<file path="src/rtl/tube_pkg.sv">
// Tube parasite-side shared definitions.
// Channel indices, status bit layout and control flag positions.
package tube_pkg;

  localparam int R1 = 0;
  localparam int R2 = 1;
  localparam int R3 = 2;
  localparam int R4 = 3;

  localparam int ST_AVAIL    = 7;
  localparam int ST_NOT_FULL = 6;

  localparam int CTRL_Q = 3;
  localparam int CTRL_I = 2;
  localparam int CTRL_J = 1;
  localparam int CTRL_M = 0;

  typedef enum logic [1:0] {
    NMI_IDLE,
    NMI_ASSERT,
    NMI_HOLD
  } nmi_state_t;

  function automatic logic [7:0] status_byte(
    input logic       avail,
    input logic       not_full,
    input logic [3:0] ctrl
  );
    logic [7:0] s;
    s              = 8'h03;
    s[ST_AVAIL]    = avail;
    s[ST_NOT_FULL] = not_full;
    s[5:2]         = ctrl;
    return s;
  endfunction

endpackage

</file>
<file path="src/rtl/tube_p_regif_if.sv">
// Parasite CPU bus as seen by the Tube register interface.
// The CPU side is the master; the register file is the slave.
interface tube_p_regif_if;
  logic       p_cs_b;
  logic [2:0] p_addr;
  logic       p_rdnw;
  logic [7:0] p_dout;

  modport master (
    output p_cs_b,
    output p_addr,
    output p_rdnw,
    input  p_dout
  );

  modport slave (
    input  p_cs_b,
    input  p_addr,
    input  p_rdnw,
    output p_dout
  );
endinterface

</file>
<file path="src/rtl/tube_nmi_gen.sv">
// Parasite NMI generator.
// Guarantees a minimum low time, then follows the request.
module tube_nmi_gen
  import tube_pkg::*;
#(
  parameter int NMI_MIN_LOW = 2
) (
  input  logic p_phi2,
  input  logic p_rst,
  input  logic i_req,
  output logic o_nmi_b
);

  localparam logic [3:0] CNT_LOAD = 4'(NMI_MIN_LOW - 1);

  nmi_state_t r_state;
  nmi_state_t w_state_nxt;
  logic [3:0] r_cnt;
  logic [3:0] w_cnt_nxt;

  // state and hold counter registers
  always_ff @(posedge p_phi2) begin
    if (p_rst) begin
      r_state <= NMI_IDLE;
      r_cnt   <= '0;
    end else begin
      r_state <= w_state_nxt;
      r_cnt   <= w_cnt_nxt;
    end
  end

  // next state, counter and active-low NMI output
  always_comb begin
    w_state_nxt = r_state;
    w_cnt_nxt   = r_cnt;
    o_nmi_b     = 1'b1;
    unique case (r_state)
      NMI_IDLE: begin
        if (i_req) begin
          w_state_nxt = NMI_ASSERT;
          w_cnt_nxt   = CNT_LOAD;
        end
      end
      NMI_ASSERT: begin
        o_nmi_b = 1'b0;
        if (r_cnt == 4'd0)
          w_state_nxt = i_req ? NMI_HOLD : NMI_IDLE;
        else
          w_cnt_nxt = r_cnt - 4'd1;
      end
      NMI_HOLD: begin
        o_nmi_b = 1'b0;
        if (!i_req)
          w_state_nxt = NMI_IDLE;
      end
      default: w_state_nxt = NMI_IDLE;
    endcase
  end

endmodule

</file>
<file path="src/rtl/tube_p_regif.sv">
// Tube parasite-side register interface.
// Decodes CPU accesses, strobes the buffers, drives PIRQ/PNMI.
module tube_p_regif
  import tube_pkg::*;
#(
  parameter int NMI_MIN_LOW = 2
) (
  input  logic                 p_phi2,
  input  logic                 p_rst,
  tube_p_regif_if.slave        bus,
  input  logic [31:0]          hp_data,
  input  logic [3:0]           hp_avail,
  input  logic [3:0]           ph_not_full,
  input  logic [3:0]           ctrl_q_i_j_m,
  output logic [3:0]           hp_select,
  output logic [3:0]           ph_select,
  output logic                 p_irq_b,
  output logic                 p_nmi_b
);

  logic       r_cs_b_q;
  logic       r_armed;
  logic [7:0] r_dout;
  logic       r_irq_b;

  logic [1:0] w_ch;
  logic       w_start;
  logic       w_dat_rd;
  logic       w_dat_wr;
  logic       w_st_rd;
  logic [3:0] w_onehot;
  logic [7:0] w_rd_byte;
  logic       w_irq;
  logic       w_nmi_req;

  assign w_ch     = bus.p_addr[2:1];
  // armed blocks a strobe for an access already underway at reset
  assign w_start  = !p_rst & r_armed & r_cs_b_q & !bus.p_cs_b;
  assign w_dat_rd = w_start & bus.p_addr[0] & bus.p_rdnw;
  assign w_dat_wr = w_start & bus.p_addr[0] & !bus.p_rdnw;
  assign w_st_rd  = w_start & !bus.p_addr[0] & bus.p_rdnw;
  assign w_onehot = 4'b0001 << w_ch;

  assign hp_select = w_dat_rd ? w_onehot : 4'b0000;
  assign ph_select = w_dat_wr ? w_onehot : 4'b0000;

  // read data mux: data byte or status byte
  always_comb begin
    w_rd_byte = status_byte(hp_avail[w_ch],
                            ph_not_full[w_ch],
                            ctrl_q_i_j_m);
    if (bus.p_addr[0])
      w_rd_byte = hp_data[{w_ch, 3'b000} +: 8];
  end

  // chip-select edge tracking
  always_ff @(posedge p_phi2) begin
    if (p_rst) begin
      r_cs_b_q <= 1'b1;
      r_armed  <= 1'b0;
    end else begin
      r_cs_b_q <= bus.p_cs_b;
      r_armed  <= r_armed | bus.p_cs_b;
    end
  end

  // capture read data at the start of a read
  always_ff @(posedge p_phi2) begin
    if (p_rst)
      r_dout <= 8'h00;
    else if (w_dat_rd | w_st_rd)
      r_dout <= w_rd_byte;
  end

  assign bus.p_dout = r_dout;

  assign w_irq =
    (ctrl_q_i_j_m[CTRL_I] & hp_avail[R1]) |
    (ctrl_q_i_j_m[CTRL_J] & hp_avail[R4]);

  // registered active-low parasite IRQ
  always_ff @(posedge p_phi2) begin
    if (p_rst)
      r_irq_b <= 1'b1;
    else
      r_irq_b <= !w_irq;
  end

  assign p_irq_b = r_irq_b;

  assign w_nmi_req = ctrl_q_i_j_m[CTRL_M] & hp_avail[R3];

  tube_nmi_gen #(
    .NMI_MIN_LOW (NMI_MIN_LOW)
  ) u_nmi (
    .p_phi2  (p_phi2),
    .p_rst   (p_rst),
    .i_req   (w_nmi_req),
    .o_nmi_b (p_nmi_b)
  );

endmodule

</file>
<file path="src/flat_wrapper.sv">
// flat-port wrapper written by rule: the top's interface ports become plain ports
module tube_p_regif_flat import tube_pkg::*;
#(
  parameter int NMI_MIN_LOW = 2
)
  (p_phi2, p_rst, hp_data, hp_avail, ph_not_full, ctrl_q_i_j_m, hp_select, ph_select, p_irq_b, p_nmi_b, bus_p_cs_b, bus_p_addr, bus_p_rdnw, bus_p_dout);
  tube_p_regif_if bus_i ();
  input  logic p_phi2;
  input  logic p_rst;
  input  logic [31:0] hp_data;
  input  logic [3:0] hp_avail;
  input  logic [3:0] ph_not_full;
  input  logic [3:0] ctrl_q_i_j_m;
  output logic [3:0] hp_select;
  output logic [3:0] ph_select;
  output logic p_irq_b;
  output logic p_nmi_b;
  input wire logic [$bits(bus_i.p_cs_b)-1:0] bus_p_cs_b;
  input wire logic [$bits(bus_i.p_addr)-1:0] bus_p_addr;
  input wire logic [$bits(bus_i.p_rdnw)-1:0] bus_p_rdnw;
  output wire logic [$bits(bus_i.p_dout)-1:0] bus_p_dout;
  assign bus_i.p_cs_b = bus_p_cs_b;
  assign bus_i.p_addr = bus_p_addr;
  assign bus_i.p_rdnw = bus_p_rdnw;
  assign bus_p_dout = bus_i.p_dout;
  tube_p_regif #(.NMI_MIN_LOW(NMI_MIN_LOW)) u_core (.p_phi2(p_phi2), .p_rst(p_rst), .bus(bus_i), .hp_data(hp_data), .hp_avail(hp_avail), .ph_not_full(ph_not_full), .ctrl_q_i_j_m(ctrl_q_i_j_m), .hp_select(hp_select), .ph_select(ph_select), .p_irq_b(p_irq_b), .p_nmi_b(p_nmi_b));
endmodule
</file>
<file path="config.mk">
export PLATFORM = sky130hd
export DESIGN_NAME = tube_p_regif_flat
export DESIGN_NICKNAME = d
export VERILOG_FILES = /design/src/rtl/tube_pkg.sv /design/src/rtl/tube_p_regif_if.sv /design/src/rtl/tube_nmi_gen.sv /design/src/rtl/tube_p_regif.sv /design/src/flat_wrapper.sv
export SDC_FILE = /design/constraint.sdc
export NUM_CORES = 1
export LEC_CHECK = 0
export CORE_MARGIN = 8
export CORE_UTILIZATION = 30
export DETAILED_ROUTE_END_ITERATION = 8
export PLACE_DENSITY = 0.71
export SLEW_MARGIN = 20
export SYNTH_ARGS = -nofsm -noshare
export SYNTH_HDL_FRONTEND = slang
export SYNTH_HIERARCHICAL = 1
export SYNTH_SLANG_ARGS = --single-unit
</file>
<file path="constraint.sdc">
create_clock -name p_phi2 -period 1.8 [get_ports p_phi2]
set_input_delay 0.36 -clock p_phi2 [delete_from_list [all_inputs] [get_ports p_phi2]]
set_output_delay 0.36 -clock p_phi2 [all_outputs]
set_load 0.05 [all_outputs]
</file>
Word-level counts from Yosys, hierarchy flattened
Index checks and enable logic that the tools add are counted.
{ "totals": {"input_bits": 51, "reg_bits": 17, "word_cells": 57, "output_inout_bits": 18} }
{ "op_classes": {"order_cmp": 1, "addsub": 1, "shifts": 2, "n_mux": 16, "reduce_logical": 11, "n_bitwise": 14, "eq_ne": 6} }
{ "ops": {"columns": ["operator", "count"], "rows": [
  ["variable part select 32 x 6 -> 8 bit", 1],
  ["2-to-1 mux 4 bit", 4],
  ["bitwise AND 1 bit", 11],
  ["2-to-1 mux 2 bit", 4],
  ["2-to-1 mux 8 bit", 1],
  ["!= test 2 bit, second input constant", 4],
  ["case mux 4 bit (2 select lines)", 1],
  ["case mux 2 bit (3 select lines)", 1],
  ["AND reduction 3 bit", 2],
  ["zero test 1 bit", 5],
  ["binary-select mux 1 bit (select 2 bit)", 2],
  ["zero test 4 bit", 1],
  ["<< shifter 1 x 2 -> 4 bit, first input constant", 1],
  ["subtractor 4 x 1 -> 4 bit, second input constant", 1],
  ["< comparator 2 x 3 -> 1 bit, second input constant", 1],
  ["2-to-1 mux 1 bit", 3],
  ["OR 1 bit", 3],
  ["== test 2 x 1 -> 1 bit, second input constant", 1],
  ["== test 2 bit, second input constant", 1],
  ["zero test 2 bit", 1],
  ["nonzero test 2 bit", 1],
  ["OR reduction 2 bit", 1]
]} }

Longest topological paths before layout
Gate-level depths: netlist (run 1).
{ "depth": {"depth_word": 7, "mapped_depth": 6} }

Modules after synthesis
The synthesis (run 1) kept the hierarchy.
{ "modules_own_cells": {"columns": ["mod", "area_per_inst_um2", "cells_each", "instances"], "rows": [
  ["tube_p_regif", 843.3, 88, 1],
  ["tube_nmi_gen", 415.4, 44, 1]
]} }

Worst setup path after synthesis (run 1)
OpenSTA, ideal clock, no wires.
{ "synth_timing": {"path_kind": "register to output", "from": "reg u_core.r_armed", "to": "out ph_select[0]", "slack_ns": -0.374, "arrival_ns": 1.814, "stages_incl_launch_ff": 5, "cell_sequence": "dfxtp_1 -> nand2_1 -> nor2_1 -> nand4bb_1 -> nor3_1"} }
{ "synth_between": {"elab_chain_len": 6} }
{ "synth_rtl": {"columns": ["element", "line", "source"], "rows": [
  ["start, declared", "tube_p_regif.sv:22", "logic r_armed;"],
  ["start signal, assigned", "tube_p_regif.sv:63", "r_armed <= r_armed | bus.p_cs_b;"],
  ["bitwise AND 1 bit (3 in a row)", "tube_p_regif.sv:38", "assign w_start = !p_rst & r_armed & r_cs_b_q & !bus.p_cs_b;"],
  ["bitwise AND 1 bit (2 in a row)", "tube_p_regif.sv:40", "assign w_dat_wr = w_start & bus.p_addr[0] & !bus.p_rdnw;"],
  ["2-to-1 mux 4 bit", "tube_p_regif.sv:45", "assign ph_select = w_dat_wr ? w_onehot : 4'b0000;"],
  ["end, declared", "flat_wrapper.sv:15", "output logic [3:0] ph_select;"]
]} }
Every way passes these cells.

Final worst setup path (run 1)
Same ends and word-level chain as after synthesis.

==> summary by stage, run 1 <==
Synthesis
Synthesis inferred 17 register bits. Among all cell types in the netlist, the one instantiated most often is sky130_fd_sc_hd__nor2_1. The largest family of logic cells by synthesized area is simple AND/OR/NAND/NOR gates.

Synthesis instantiated 41 different standard cells from the library. The sequential share of the synthesized area is 27.0%. The net count of the mapped netlist is about 190. Summing the areas of all fa, ha and maj instances in the mapped netlist gives 4.97% of the synthesized area. Sorting the synthesized cells by area gives the leading types as sky130_fd_sc_hd__dfxtp_1 27%, sky130_fd_sc_hd__mux2i_1 10%, sky130_fd_sc_hd__mux4_2 7.2%, sky130_fd_sc_hd__nor2_1 5.4%, sky130_fd_sc_hd__ha_1 5.0%. The post-synth design cell area is about 1300 um2. The area fraction in compound gates after synthesis is about 14%. The mux contribution to synthesized area is 21.7%. The async set-reset flop share out of synthesis is 0%. The post-synthesis xor/xnor area fraction is 0%. The synthesized design spends more area on one cell type than any other, namely sky130_fd_sc_hd__dfxtp_1.

In the synthesized netlist the dominant register cell turns out to be sky130_fd_sc_hd__dfxtp_1. By count the netlist is led by 18 x sky130_fd_sc_hd__nor2_1, 17 x sky130_fd_sc_hd__dfxtp_1, 13 x sky130_fd_sc_hd__mux2i_1. The area share of the largest cell type after synthesis is 27.0%. Each instance of the synthesized netlist takes up on average 9.54 um2.

The cell count after synthesis is 132. The simple-gate portion of the synthesized area is 25.9%. Yosys printed 6 warnings. The number of enable flip-flop cells after synthesis is 0.

Pwr
The maximum VDD drop is approximately 0.38 mV. In this run the power density over the cells is around 630 nW/um2. The leakage power is between 0.9 and 1 nW.

The overall power consumption is ~0.0015 W.

Routing
The average vias per placed instance is 4.97. Summed over all layers, the routed wires come to 3950 um. The first detailed-routing pass took 4 iterations. The residual antenna-violating net count after detailed routing is 0. Dividing the detail-routed wire length by the instance count gives 14.7 um. Across all layers, the routed design uses 1337 vias. The detailed router's first-iteration violation count is 48. The post-route DRC violation count is 0.

Clocking
TritonCTS built the clock tree. The clock root buffer is sky130_fd_sc_hd__clkbuf_8. The number of CTS-inserted buffers is 3.

After clock tree synthesis, the clock-pin slew on the worst setup and hold paths is approximately 0.070 ns. Buffers inserted to repair hold after CTS numbered 0. The later-pin clock latency in the skew report is 0.25 ns. CTS built an H-tree with a depth of 1.

The clock passes through at most 2 buffers. The number of clock sinks seen by CTS is 17.

Timing
The clock period could shrink to 1.74 ns. Static timing analysis puts the maximum clock frequency at 575 MHz. Setup repair after global routing left no endpoint under its margin.

The final max-slew violation count came to 0. The final setup skew is 0.00145 ns. The actual slew at the worst max-slew pin is 0.318 ns. Setup violations remaining at the end of the flow were counted as 0. The number of endpoints with negative hold slack in the final report is 0. The final critical path takes up 96.6% of the cycle. The worst pin sits at a relative slew slack of between 70% and 80%.

Final layout
The post-route netlist has 32.0% of its cells at a drive strength greater than 1. The number of antenna diodes in the final layout is 0. Once layout is complete, the utilization of the core stands at between 50% and 60%.

Compared with the post-synthesis result, the final layout area differs by 85.1%. After the last flow step, the layout net total stands at 276.

Critical path
For the worst setup path, the data arrival time is 1.38 ns. The element type at the critical path end is an output pin. The critical path in this run is classified as flip-flop to output pin. For the worst setup path, the data required time is 1.44 ns. The kind of start point of the critical path is a flip-flop. The maximum fanout encountered on the critical timing path is 4.

Placed design
The quantity of I/O buffers inserted on ports is 68. Detailed placement finished with a half-perimeter wire length of between 3000 and 4000 um. Routability-driven placement finished with a final weighted congestion of 0.775.

Die
The die is 80.8 um tall. The floorplan die area is between 6000 and 7000 um2. During I/O placement, the number of pins put on the boundary was just under 70. The die width is 80.8 um. In this run the core area contains 23 standard-cell rows. Once the floorplan was initialized, standard cells occupied 31.2% of the core. The core region is roughly 4000 um2.

Status
The flow ran to the end, and the final reports show no timing, DRC or antenna violations.

Job
The number of violations of the max-capacitance limit is 0.

Worst hold path
The tightest min-delay check is of the flip-flop to flip-flop type.

GRT
The number of antenna violations at the first check in global routing is 0. Global routing finished with a remaining overflow of 0. The all-layer global routing usage is 12.3%. The first global-routing pass estimated ~6600 um of wire. Entering global routing, the biggest net connects 23 pins. The via count of the first global-routing pass is 1430.
## routing by layer
layer	global-route usage, %	share of wire, %
met1	14.2	41
met2	20.7	49
met3	5.08	9.8
met4	3.21	0.58
met5	0	0
## report_power, final
| group | internal (W) | switching, W | leakage (nW) | total [W] |
|---|---|---|---|---|
| Clock | 0.000157 | 0.000127 | 0.0228 | 0.000284 |
| Sequential | 0.000413 | 0.0000271 | 0.139 | 0.000440 |
| Combinational | 0.000386 | 0.000357 | 0.787 | 0.000744 |
| Total | 0.000956 | 0.000512 | 0.949 | 0.00147 |
## flip-flops by register name, indices dropped and copies added, names as in the netlist
signal	cells
u_core/r_armed	1
u_core/u_nmi/r_state	2
u_core/r_cs_b_q	1
u_core/p_irq_b	1
u_core/bus.p_dout	8
u_core/u_nmi/r_cnt	4
## layout by cell type (no fill, tap or decap), drive strengths merged, types with 2 or more instances in the layout
master          n
clkdlybuf4s50  44
buf            40
nor2           19
dfxtp          17
mux2i          13
a21oi           7
a211oi          6
nor3            6
mux4            6
inv             5
ha              5
dlygate4sd2     4
clkbuf          4
nand2b          4
or2             3
nand3b          3
o21ai           3
nand2           3
nand4b          3
dlymetal6s2s    2
nand4bb         2
nor2b           2
nand4           2
## logic make-up after synthesis
group,count (synthesis)
buf+inv,12
flops,17
mux,19
simple gates,54
fa+ha+maj,5
compound gates,25
## per-stage QoR
step           instance area [um2]  hold WS, ns  TNS [ns]  instances  worst slack [ns]
2_1_floorplan                 1270        0.429   -0.0424        132           -0.0126
3_3_place_gp                  2140        0.481     -1.70        256            -0.152
3_5_place_dp                  2140        0.489     -1.91        256            -0.180
4_1_cts                       2300        0.501   -0.0122        268          -0.00721
5_1_grt                       2330        0.514         0        269           0.00343
6_report                      2330        0.497         0        269            0.0607
## worst paths after layout
| kind | from | end | slack [ns] | cells past startpoint |
|---|---|---|---|---|
| worst min-delay path | u_core/bus.p_dout[6]$_SDFFE_PP0P_ | u_core/bus.p_dout[6]$_SDFFE_PP0P_ | 0.50 | 2 |
| worst max register to register | u_core/u_nmi/r_cnt[0]$_SDFFE_PP0P_ | u_core/u_nmi/r_state[0]$_SDFFE_PP0P_ | 0.13 | 5 |
| worst max-delay path | u_core/r_armed$_SDFF_PP0_ | ph_select[0] | 0.06 | 6 |
| worst min register to register | u_core/bus.p_dout[6]$_SDFFE_PP0P_ | u_core/bus.p_dout[6]$_SDFFE_PP0P_ | 0.50 | 2 |
## layout make-up
| type | count | area (um2) |
|---|---|---|
| repair buffers | 90 | 955 |
| multi-input cells | 103 | 906 |
| flip-flops and latches | 17 | 343 |
| clock buffers | 4 | 45.0 |
| well taps | 50 | 62.6 |
| fillers | 351 | 1700 |
| inverters | 5 | 18.8 |
## worst max-delay path, cell delays in order (launching register included)
cell	delay [ns]
sky130_fd_sc_hd__dfxtp_2	0.34
sky130_fd_sc_hd__nand2_2	0.07
sky130_fd_sc_hd__nor2_4	0.12
sky130_fd_sc_hd__nand4bb_1	0.11
sky130_fd_sc_hd__buf_4	0.17
sky130_fd_sc_hd__nor3_4	0.15
sky130_fd_sc_hd__buf_12	0.16
## timing repair
item                                    CTS  global route
resized for setup                        19             5
setup buffers                             8             1
endpoints found under the setup margin    8            11
pin swaps                                 8             3
cloned                                    0             0
(Power assumes the default switching activity.)
==> inputs of run 2 (changes only) <==
--- a/config.mk
+++ b/config.mk
@@ -9,6 +9,7 @@
 export CORE_UTILIZATION = 30
 export DETAILED_ROUTE_END_ITERATION = 8
 export PLACE_DENSITY = 0.71
+export RECOVER_POWER = 100
 export SLEW_MARGIN = 20
 export SYNTH_ARGS = -nofsm -noshare
 export SYNTH_HDL_FRONTEND = slang
==> summary by stage, run 2 (synthesis results as in run 1) <==
Routing
The detailed-route wire length is just under 4000 um. The residual antenna-violating net count after detailed routing is 0. The average detailed-routed wire length per instance is between 10 and 15 um. The via count is between 1000 and 1500. The first-pass iteration count of the detailed router is 4. After detailed routing, the number of remaining DRC violations is 0. For this block, the initial DRC count from the detailed router was 54. The average vias per placed instance is 5.00.

Timing
Setup repair after global routing left no endpoint under its margin. Setup violations remaining at the end of the flow were counted as 0. The worst pin sits at a relative slew slack of about 58%.

Across all hold checks on the routed design, the worst slack comes to 0.496 ns. The number of endpoints with negative hold slack in the final report is 0. The final sum of negative setup slack is 0 ns. The minimum clock period is 1.76 ns.

Of the available clock period, the critical path in the final layout requires 97.5%. Clock skew on the completed layout was measured at 0.00277 ns. The actual slew at the worst max-slew pin is 0.639 ns. The maximum clock frequency is 570 MHz. The final max-slew violation count is 0.

Clocking
Clock-pin slew was measured on the worst setup and hold paths at 0.07 ns. The total number of H-tree levels is 1. The number of hold buffers added after cts is 0.

The TritonCTS clock tree is yes. For this design, the sink count on the clock tree is 17. The later-pin clock latency in the skew report is 0.25 ns. The maximum buffer depth of the clock tree is 2. The number of clock buffers added by TritonCTS is 3.

CTS placed an instance of sky130_fd_sc_hd__clkbuf_8 at the clock tree root.

Status
The run finished with clean final reports.

GRT
The pin count of the biggest net entering global routing is 23. In the global route stage, overall resource usage came out at 12.3%. The number of antenna violations at the first check in global routing is 0. The via count of the first global-routing pass is 1430.

The residual overflow from global routing is 0. The first-pass GRT wire length is roughly 6600 um.

Final layout
The area growth from synthesis to layout is 77.3%. The number of nets in the layout is 276. The antenna cell count is 0. Leaving out fill and tap cells, the most frequent cell in the layout is sky130_fd_sc_hd__clkdlybuf4s50_1. The share of cells above drive strength 1 is 26.5%. In the layout the commonest cells are 43 x sky130_fd_sc_hd__clkdlybuf4s50_1, 16 x sky130_fd_sc_hd__buf_4, 15 x sky130_fd_sc_hd__dfxtp_1. The register with the most flip-flops in the layout has 8 of them.

Placed design
During placement, the flow inserted port buffers numbering 68. The routability-driven placement congestion ratio is 0.775. The estimated wirelength of the detail-placed design is 3140 um.

Die
The core region is between 4000 and 5000 um2. The die is between 80 and 90 um tall. In this run the count of I/O pins placed on the die edge is 69.

The floorplan step defined a die boundary enclosing 6520 um2. The starting density of the core is 31.2%. The die width is 80.8 um. The floorplan has 23 rows.

Critical path
The worst register-to-register path has a depth of 5. The kind of start point of the critical path is a flip-flop. The element type at the critical path end is an output pin.

The worst register-to-register path begins at u_core/u_nmi/r_cnt[0]$_SDFFE_PP0P_. Along the worst path, the maximum fanout reaches 4. The endpoint arrival time on the critical path is 1.40 ns. The end of the worst register-to-register path is u_core/u_nmi/r_state[0]$_SDFFE_PP0P_. The data required time at the worst endpoint is 1.44 ns.

The worst setup path is of the flip-flop to output pin kind. The setup slack of the most critical reg-to-reg path is approximately 0.12 ns.

Pwr
Summing internal, switching and leakage power gives 0.00140 W. For this design the ratio of total power to cell area is 629 nW/um2. IR analysis of the VDD net gives a maximum drop of between 0.3 and 0.4 mV. For this design the static power due to leakage is 0.885 nW.

Worst hold path
Counting instances, the worst hold path has a depth of 2. The tightest min-delay check is of the flip-flop to flip-flop type. The path with the worst hold slack has its endpoint at u_core/bus.p_dout[6]$_SDFFE_PP0P_. The worst hold path begins at u_core/bus.p_dout[6]$_SDFFE_PP0P_.

Job
Max-cap violations in this run came to 0.
==> run 2: cell types whose count changed in the layout (fill, tap and decap cells not counted) <==
cell / previous run / this run
sky130_fd_sc_hd__clkbuf_2: 0 / 1
sky130_fd_sc_hd__clkdlybuf4s50_1: 44 / 43
sky130_fd_sc_hd__buf_12: 12 / 8
sky130_fd_sc_hd__clkbuf_1: 1 / 13
sky130_fd_sc_hd__clkbuf_4: 0 / 2
sky130_fd_sc_hd__buf_4: 27 / 16
sky130_fd_sc_hd__dlygate4sd3_1: 0 / 1
==> run 2: what timing repair did <==
| action | in CTS | in global routing |
|---|---|---|
| hold endpoints to repair | 0 | 0 |
| gates resized for setup | 19 | 5 |
| endpoints found under the setup margin | 8 | 11 |
| pin swaps | 8 | 3 |
| setup buffers | 8 | 1 |
==> run 2: layout make-up <==
class	instances	area [um2]
Sequential cell	17	343
Clock buffer	4	45.0
Multi-Input combinational cell	103	906
Inverter	5	18.8
Tap cell	50	62.6
Timing Repair Buffer	90	857
Fill cell	371	1800
==> run 2: metal layers <==
metal  global-route usage [%]  up-vias  wire (um)
li1                         -      670          -
met1                     14.2      611       1640
met2                     20.7       63       1930
met3                     5.08        2        376
met4                     3.21        0         23
met5                        0        -          0
==> run 2: critical path, stage by stage (launching register included) <==
cell and delay (ns):
sky130_fd_sc_hd__dfxtp_2 0.34, sky130_fd_sc_hd__nand2_2 0.07, sky130_fd_sc_hd__nor2_4 0.12, sky130_fd_sc_hd__nand4bb_1 0.11
sky130_fd_sc_hd__buf_4 0.17, sky130_fd_sc_hd__nor2_2 0.09, sky130_fd_sc_hd__clkbuf_4 0.23
==> run 2: metrics by stage <==
| stage | instance area, um2 | worst slack, ns | utilization, % | cells |
|---|---|---|---|---|
| after floorplan | 1270 | -0.0126 | - | 132 |
| after global placement | 2140 | -0.152 | 53.1 | 256 |
| after detailed placement | 2140 | -0.180 | 53.1 | 256 |
| after CTS | 2300 | -0.00721 | 57.2 | 268 |
| after global routing | 2230 | 0.00343 | 55.4 | 269 |
| final | 2230 | 0.0444 | 55.4 | 269 |
==> run 2: report_power, final <==
part / switching (W) / internal (W) / total [W] / leakage, nW
registers: 0.0000272 / 0.000413 / 0.000440 / 0.139
logic: 0.000349 / 0.000333 / 0.000682 / 0.724
clock network: 0.000125 / 0.000157 / 0.000282 / 0.0228
total: 0.000501 / 0.000903 / 0.00140 / 0.885
==> run 2: worst max path at each step <==
stage	start	endpoint	slack [ns]	cells past startpoint
final	u_core/r_armed$_SDFF_PP0_	ph_select[2]	0.04	6
after global routing	u_core/r_armed$_SDFF_PP0_	hp_select[0]	0.003	6
after CTS	bus_p_addr[1]	hp_select[2]	-0.007	5
after detailed placement	bus_p_cs_b	hp_select[3]	-0.18	5
after global placement	bus_p_cs_b	ph_select[3]	-0.15	5
after floorplan	u_core/r_armed$_SDFF_PP0_	ph_select[1]	-0.01	4
